$ cat src/rtl/mmcm_reset_seq.sv
// Initiator side of the MMCM reset/lock handshake: pulses MMCM RESET, qualifies LOCKED
// over a stability window, releases a downstream reset, and retries or fails on timeout.
module mmcm_reset_seq #(
    parameter int RST_PULSE_CYCLES = 16,
    parameter int LOCK_TIMEOUT     = 65535,
    parameter int STABLE_CYCLES    = 256,
    parameter int MAX_RETRIES      = 3,
    parameter int CNT_W            = 16
) (
    input  logic       clk,
    input  logic       reset,
    input  logic       locked,
    input  logic       restart,
    output logic       mmcm_reset,
    output logic       rst_out,
    output logic       lock_lost,
    output logic       fail,
    output logic [3:0] retry_count
);

    typedef enum logic [2:0] {
        ST_RST_ASSERT,
        ST_WAIT_LOCK,
        ST_STABLE,
        ST_RUN,
        ST_FAIL
    } state_t;

    state_t             state_q, state_d;
    logic [CNT_W-1:0]   cnt_q, cnt_d;
    logic [3:0]         retry_count_q, retry_count_d;
    logic               sync1_q, sync1_d;
    logic               locked_s_q, locked_s_d;
    logic               mmcm_reset_q, mmcm_reset_d;
    logic               rst_out_q, rst_out_d;
    logic               lock_lost_q, lock_lost_d;
    logic               fail_q, fail_d;
    logic               retry_ok;

    assign retry_ok = (retry_count_q < 4'(MAX_RETRIES));

    // locked is asynchronous to clk; only locked_s is used by the FSM
    always_comb begin
        sync1_d    = locked;
        locked_s_d = sync1_q;
    end

    always_ff @(posedge clk or posedge reset) begin
        if (reset) begin
            state_q       <= ST_RST_ASSERT;
            cnt_q         <= '0;
            retry_count_q <= '0;
            sync1_q       <= 1'b0;
            locked_s_q    <= 1'b0;
            mmcm_reset_q  <= 1'b1;
            rst_out_q     <= 1'b1;
            lock_lost_q   <= 1'b0;
            fail_q        <= 1'b0;
        end else begin
            state_q       <= state_d;
            cnt_q         <= cnt_d;
            retry_count_q <= retry_count_d;
            sync1_q       <= sync1_d;
            locked_s_q    <= locked_s_d;
            mmcm_reset_q  <= mmcm_reset_d;
            rst_out_q     <= rst_out_d;
            lock_lost_q   <= lock_lost_d;
            fail_q        <= fail_d;
        end
    end

    always_comb begin
        state_d       = state_q;
        cnt_d         = cnt_q;
        retry_count_d = retry_count_q;
        case (state_q)
            ST_RST_ASSERT: begin
                if (cnt_q == CNT_W'(RST_PULSE_CYCLES - 1)) begin
                    state_d = ST_WAIT_LOCK;
                    cnt_d   = '0;
                end else begin
                    cnt_d = cnt_q + 1'b1;
                end
            end
            ST_WAIT_LOCK: begin
                if (locked_s_q) begin
                    state_d = ST_STABLE;
                    cnt_d   = '0;
                end else if (cnt_q == CNT_W'(LOCK_TIMEOUT - 1)) begin
                    cnt_d = '0;
                    if (retry_ok) begin
                        retry_count_d = retry_count_q + 4'd1;
                        state_d       = ST_RST_ASSERT;
                    end else begin
                        state_d = ST_FAIL;
                    end
                end else begin
                    cnt_d = cnt_q + 1'b1;
                end
            end
            ST_STABLE: begin
                // A lock drop during qualification counts as a failed attempt
                if (!locked_s_q) begin
                    cnt_d = '0;
                    if (retry_ok) begin
                        retry_count_d = retry_count_q + 4'd1;
                        state_d       = ST_RST_ASSERT;
                    end else begin
                        state_d = ST_FAIL;
                    end
                end else if (cnt_q == CNT_W'(STABLE_CYCLES - 1)) begin
                    state_d = ST_RUN;
                    cnt_d   = '0;
                end else begin
                    cnt_d = cnt_q + 1'b1;
                end
            end
            ST_RUN: begin
                if (!locked_s_q) begin
                    state_d       = ST_RST_ASSERT;
                    cnt_d         = '0;
                    retry_count_d = '0;
                end
            end
            ST_FAIL: begin
                if (restart) begin
                    state_d       = ST_RST_ASSERT;
                    cnt_d         = '0;
                    retry_count_d = '0;
                end
            end
            default: begin
                state_d       = ST_RST_ASSERT;
                cnt_d         = '0;
                retry_count_d = '0;
            end
        endcase
    end

    // Outputs are decoded from the next state so they change on the transition edge
    always_comb begin
        mmcm_reset_d = (state_d == ST_RST_ASSERT) || (state_d == ST_FAIL);
        rst_out_d    = (state_d != ST_RUN);
        fail_d       = (state_d == ST_FAIL);
        lock_lost_d  = (state_q == ST_RUN) && !locked_s_q;
    end

    assign mmcm_reset  = mmcm_reset_q;
    assign rst_out     = rst_out_q;
    assign lock_lost   = lock_lost_q;
    assign fail        = fail_q;
    assign retry_count = retry_count_q;

endmodule

$ cat config.mk
export PLATFORM = sky130hd
export DESIGN_NAME = mmcm_reset_seq
export DESIGN_NICKNAME = d
export VERILOG_FILES = /design/src/rtl/mmcm_reset_seq.sv
export SDC_FILE = /design/constraint.sdc
export NUM_CORES = 1
export LEC_CHECK = 0
export ABC_AREA = 1
export BUFFER_PORTS_ARGS = -buffer_cell sky130_fd_sc_hd__buf_4
export CORE_ASPECT_RATIO = 0.5
export CORE_MARGIN = 2
export CORE_UTILIZATION = 45
export CTS_BUF_LIST = sky130_fd_sc_hd__clkbuf_8 sky130_fd_sc_hd__clkbuf_16
export DETAILED_ROUTE_END_ITERATION = 16
export SYNTH_ARGS = -nofsm -noshare
export SYNTH_HDL_FRONTEND = slang
export SYNTH_SLANG_ARGS = --single-unit
$ cat constraint.sdc
create_clock -name clk -period 1.5 [get_ports clk]
set_input_delay 0.15 -clock clk [delete_from_list [all_inputs] [get_ports clk]]
set_output_delay 0.15 -clock clk [all_outputs]
set_load 0.005 [all_outputs]
==> After elaboration in Yosys (flattened, before gate mapping) <==
Cells that the tools add are included.
{ "word_totals": {"reg_bits": 29, "input_bits": 4, "output_inout_bits": 8, "wordCells": 58} }
{ "op_classes": {"addsub": 2, "magnitude_cmp": 1, "n_eq_ne": 14, "mux": 24, "n_bitwise": 1, "n_reduce_logical": 7} }
{ "op_table": {"columns": ["op", "count"], "rows": [
  ["$mux 16", 7],
  ["$pmux 16 s5", 1],
  ["$mux 3", 8],
  ["$mux 4", 6],
  ["$pmux 4 s5", 1],
  ["$add 16x1->16 const B", 1],
  ["$eq 16x16->1 const B", 1],
  ["$eq 16x4->1 const B", 1],
  ["$eq 16x8->1 const B", 1],
  ["$pmux 3 s5", 1],
  ["$ne 2x2->1 const B", 5],
  ["$eq 3x2->1 const B", 2],
  ["$eq 3x3->1 const B", 2],
  ["$logic_not 3->1", 2],
  ["$reduce_and 6->1", 1],
  ["$add 4x1->4 const B", 1],
  ["$lt 4x2->1 const B", 1],
  ["$eq 3x1->1 const B", 1],
  ["$ne 3x2->1 const B", 1],
  ["$reduce_and 2->1", 1],
  ["$logic_and 1x1->1", 1],
  ["$logic_not 1->1", 1],
  ["$logic_or 1x1->1", 1],
  ["$not 1->1", 1]
]} }

==> Logic depth before layout (Yosys ltp) <==
{ "depth": {"word_depth": 7, "mapped_depth": 10, "depth_no_buf": 10} }

==> Worst setup path after synthesis <==
OpenSTA, ideal clock, no wires.
{ "synth_path": {"kind": "reg2reg", "startpoint": "register cnt_q[0]", "endpoint": "register cnt_q[10]", "setup_ns": 0.120, "t_arrival_ns": 1.372, "t_required_ns": 1.380, "slack_ns": 0.007, "stages_incl_launch_ff": 10, "n_path_buf": 0, "synth_period_minus_slack_ns": 1.493, "cell_sequence": "dfrtp_1 -> inv_1 -> ha_1 -> nand2_1 -> nor2_1 -> nand2_1 -> o21ai_4 -> nand3_4 -> nor2_8 -> nor2_1"} }
{ "synth_between": {"elab_chain_len": 4, "elab_cells_between_ends": 10, "classes_between": "add/sub: 1; eq/ne: 3; mux: 6"} }
{ "synth_lines": {"columns": ["element", "line_no", "text"], "rows": [
  ["start, declared", "30", "logic [CNT_W-1:0] cnt_q, cnt_d;"],
  ["start signal, assigned", "61", "cnt_q <= cnt_d;"],
  ["$add 16x1->16 (tied with other cells)", "82, 98, 115", null],
  ["$mux 16, on equally long branches", "111, 89", null],
  ["$mux 16, on equally long branches", "103, 86", null],
  ["$pmux 16 s5 (*)", "76", "case (state_q)"]
]} }
Mark *: on every way between the ends. The rest lies on a longest branch, timed or not.
A chain may end at the register's enable or synchronous reset.

==> Worst setup path in the final report <==
{ "layout_path": {"startpoint": "register cnt_q[0]", "endpoint": "register cnt_q[8]"} }
The elaborated chain is that of the path after synthesis.

==> reports/qor.csv <==
stage,metric,value,unit
logic_synthesis,syn_area_per_cell,7.22,um^2
logic_synthesis,yosys_most_used_dff,dfrtp_1,
critical_path,cp_data_arrival_time,1.81,ns
route,dr.pass1.iters,4,
critical_path,timing.rr.end,cnt_q[8],
power,p_leak,1.24,nW
logic_synthesis,synth_xor_area_frac,0.0349,
logic_synthesis,synth_area_leaders,"dfrtp_1 38%, nand2_1 16%, nor2_1 11%",
logic_synthesis,synth_most_common_cell,nand2_1,
logic_synthesis,synth_cell_types,26,
floorplan,initial_core_util,0.490,
logic_synthesis,synth-edff-count,0,
logic_synthesis,syn_nets,250,
logic_synthesis,synth.largest_area_cell,dfrtp_1,
logic_synthesis,synth-compound-area-share,0.0371,
run_status,violations,negative setup slack,
sta,max_freq,611,MHz
critical_path,crit_type,flop to flop,
floorplan,dieWidth,92.3,um
run_status,status,"finished, violations left",
global_route,antenna_found_initial,0,
finish,diodes,0,
cts,cts_buffers,5,
critical_path,crit_path_start_kind,flop,
placed_design,gp_congestion,0.868,
critical_path,r2r_start,cnt_q[0],
route,drcViolationCount,0,
sta,setup_tns,-1.47,ns
sta,tightestPinTransition,0.378,ns
finish,instances_no_fill,359,
route,wl_per_cell,12.8,um
logic_synthesis,synth-simple-area-share,0.421,
power,p_per_area,1790,nW/um^2
cts,cts-htree-levels,2,
route,drt-vias-per-instance,4.97,
global_route,grt_use_total,0.225,
global_route,grt_pass1_wl,7220,um
placed_design,dp.cells,339,
global_route,grt-ovfl-total,0,
logic_synthesis,yosysSeqAreaShare,0.415,
finish,area_growth,38.4,%
logic_synthesis,synth_top_family_by_area,simple AND/OR/NAND/NOR gates,
logic_synthesis,postSynthCellCount,243,
global_route,grt_max_degree,30,
global_route,grt_pass1_vias,1582,
floorplan,die_y,48.2,um
sta,maxSlewHeadroom,0.748,
logic_synthesis,synth-adder-area-share,0.0214,
sta,finClkSkew,0.00458,ns
logic_synthesis,synthArstFlopShare,1.00,
cts,clock_path_buffers,2,
finish,multi_input_area,1000,um^2
sta,rsz0062_at_grt,true,
route,wl,4610,um
floorplan,rows,15,
cts,cts_tree,done,
finish,seq_area,729,um^2
critical_path,critPathRequiredTime,1.67,ns
critical_path,end_kind,flop,
sta,fin_crit,1.64,ns
placed_design,dp_hpwl,3290,um
route,ant_nets,0,
floorplan,io_pins,12,
sta,period_share,1.09,
logic_synthesis,yosysTopAreaCellShare,0.385,
sta,hold_violations,0,
route,num_vias,1783,
logic_synthesis,synth_mux_area_frac,0,
logic_synthesis,yosys_warnings,0,
cts,cts_num_sinks,29,
logic_synthesis,netlist_area,1760,um^2
sta,setup_slack,-0.136,ns
hold_path,holdCritPathClass,primary input to flop,
run,drv_cap,0,
finish,nFillCells,308,
cts,cts_root_buf,clkbuf_8,
power,peakVddDrop,1.00,mV
cts,insertion_delay,0.28,ns
sta,setup_violations,20,
critical_path,setup.worst_path.start,cnt_q[0],
cts,cts.clk_slew.worst_paths,0.06,ns
critical_path,reg2reg_slack,-0.14,ns
logic_synthesis,yosys-top-cells-count,"76 x nand2_1, 51 x nor2_1, 27 x dfrtp_1, 27 x inv_1, 18 x nand3_1",
critical_path,crit_path_max_fanout,8,
finish,drive_gt1_frac,0.321,
placed_design,portBuffers,11,
floorplan,die-area,4450,um^2
route,dr.first_iter.drc_count,66,
critical_path,cp-endpoint,cnt_q[8],
floorplan,core_area,3580,um^2
logic_synthesis,ys_seq_elements,29,
critical_path,ff2ff_path_depth,9,
sta,report.final.slew_viol_count,0,
finish,fin_nets,314,
-- registers in the layout, indices dropped and copies added (netlist names) --
register / count
cnt_q: 16
rst_out: 1
locked_s_q: 1
state_q: 3
mmcm_reset: 1
fail: 1
locked_s_d: 1
retry_count: 4
lock_lost: 1
-- layout by cell type, fill, tap and decap left out, types with 3 or more instances in the layout --
cell,instances
nand2_1,71
nor2_1,41
o21bai_1,3
inv_2,4
xnor2_1,3
nand3_4,3
clkbuf_8,5
nor2_2,9
xor2_1,4
nand4_1,7
nand3_1,16
buf_4,53
inv_1,27
buf_6,3
dfrtp_1,26
nand2_2,8
nor2_4,5
-- logic make-up after synthesis --
family / after synthesis
buf+inv: 30
fa+ha+maj: 3
compound gates: 8
simple gates: 166
xor+xnor: 7
flops: 29
-- power by group --
group / internal, W / total, W / switching [W]
Sequential: 0.00102 / 0.00125 / 0.000231
Clock: 0.000308 / 0.000603 / 0.000295
Combinational: 0.00112 / 0.00251 / 0.00139
Total: 0.00245 / 0.00436 / 0.00191
-- metrics by stage --
stage                     hold WS [ns]  area [um^2]  worst slack, ns   util  total power (W)
after floorplan                  0.181         1760          0.00743      -          0.00248
after global placement           0.246         2150          -0.0562  0.601          0.00328
after detailed placement         0.255         2150           -0.139  0.601          0.00333
after CTS                        0.328         2360          -0.0911  0.659          0.00422
after global routing             0.360         2430           -0.210  0.678          0.00467
final                            0.326         2430           -0.136  0.678          0.00436
-- area by class of cell --
class,instances,area share
Clock buffer,5,0.0283
Timing Repair Buffer,58,0.186
Sequential cell,29,0.300
Tap cell,51,0.0263
Inverter,28,0.0433
Clock inverter,3,0.00463
Multi-Input combinational cell,185,0.411
-- critical path, cell delays in order (launching register included) --
cell	delay, ns
dfrtp_1	0.40
inv_2	0.10
ha_4	0.15
nand2_2	0.06
nor2_2	0.11
nand2_2	0.09
o21ai_4	0.17
nand3_4	0.19
nor2_4	0.20
nor2_1	0.06
-- routing by layer --
metal	wire length, um	up-vias	GRT usage
met5	0	-	0
met4	63	0	0.0806
met3	234	8	0.0618
met2	2040	47	0.369
met1	2260	836	0.300
li1	-	892	-
-- worst min path at each step --
stage                 endpoint    start  depth (start not counted)
floorplan           locked_s_d   locked                          0
global placement     lock_lost    reset                          3
detailed placement   lock_lost    reset                          3
CTS                       fail  restart                          5
global route        state_q[2]  restart                          5
finish                    fail  restart                          5
-- timing repair --
action	in CTS	in global routing
hold buffers	2	0
hold endpoints to repair	28	0
gates cloned	1	0
buffers inserted	7	3
setup endpoints to repair	18	24
gates resized for setup	13	18
pin swaps	9	10
Note: power is estimated with default switching activity, not from simulation.
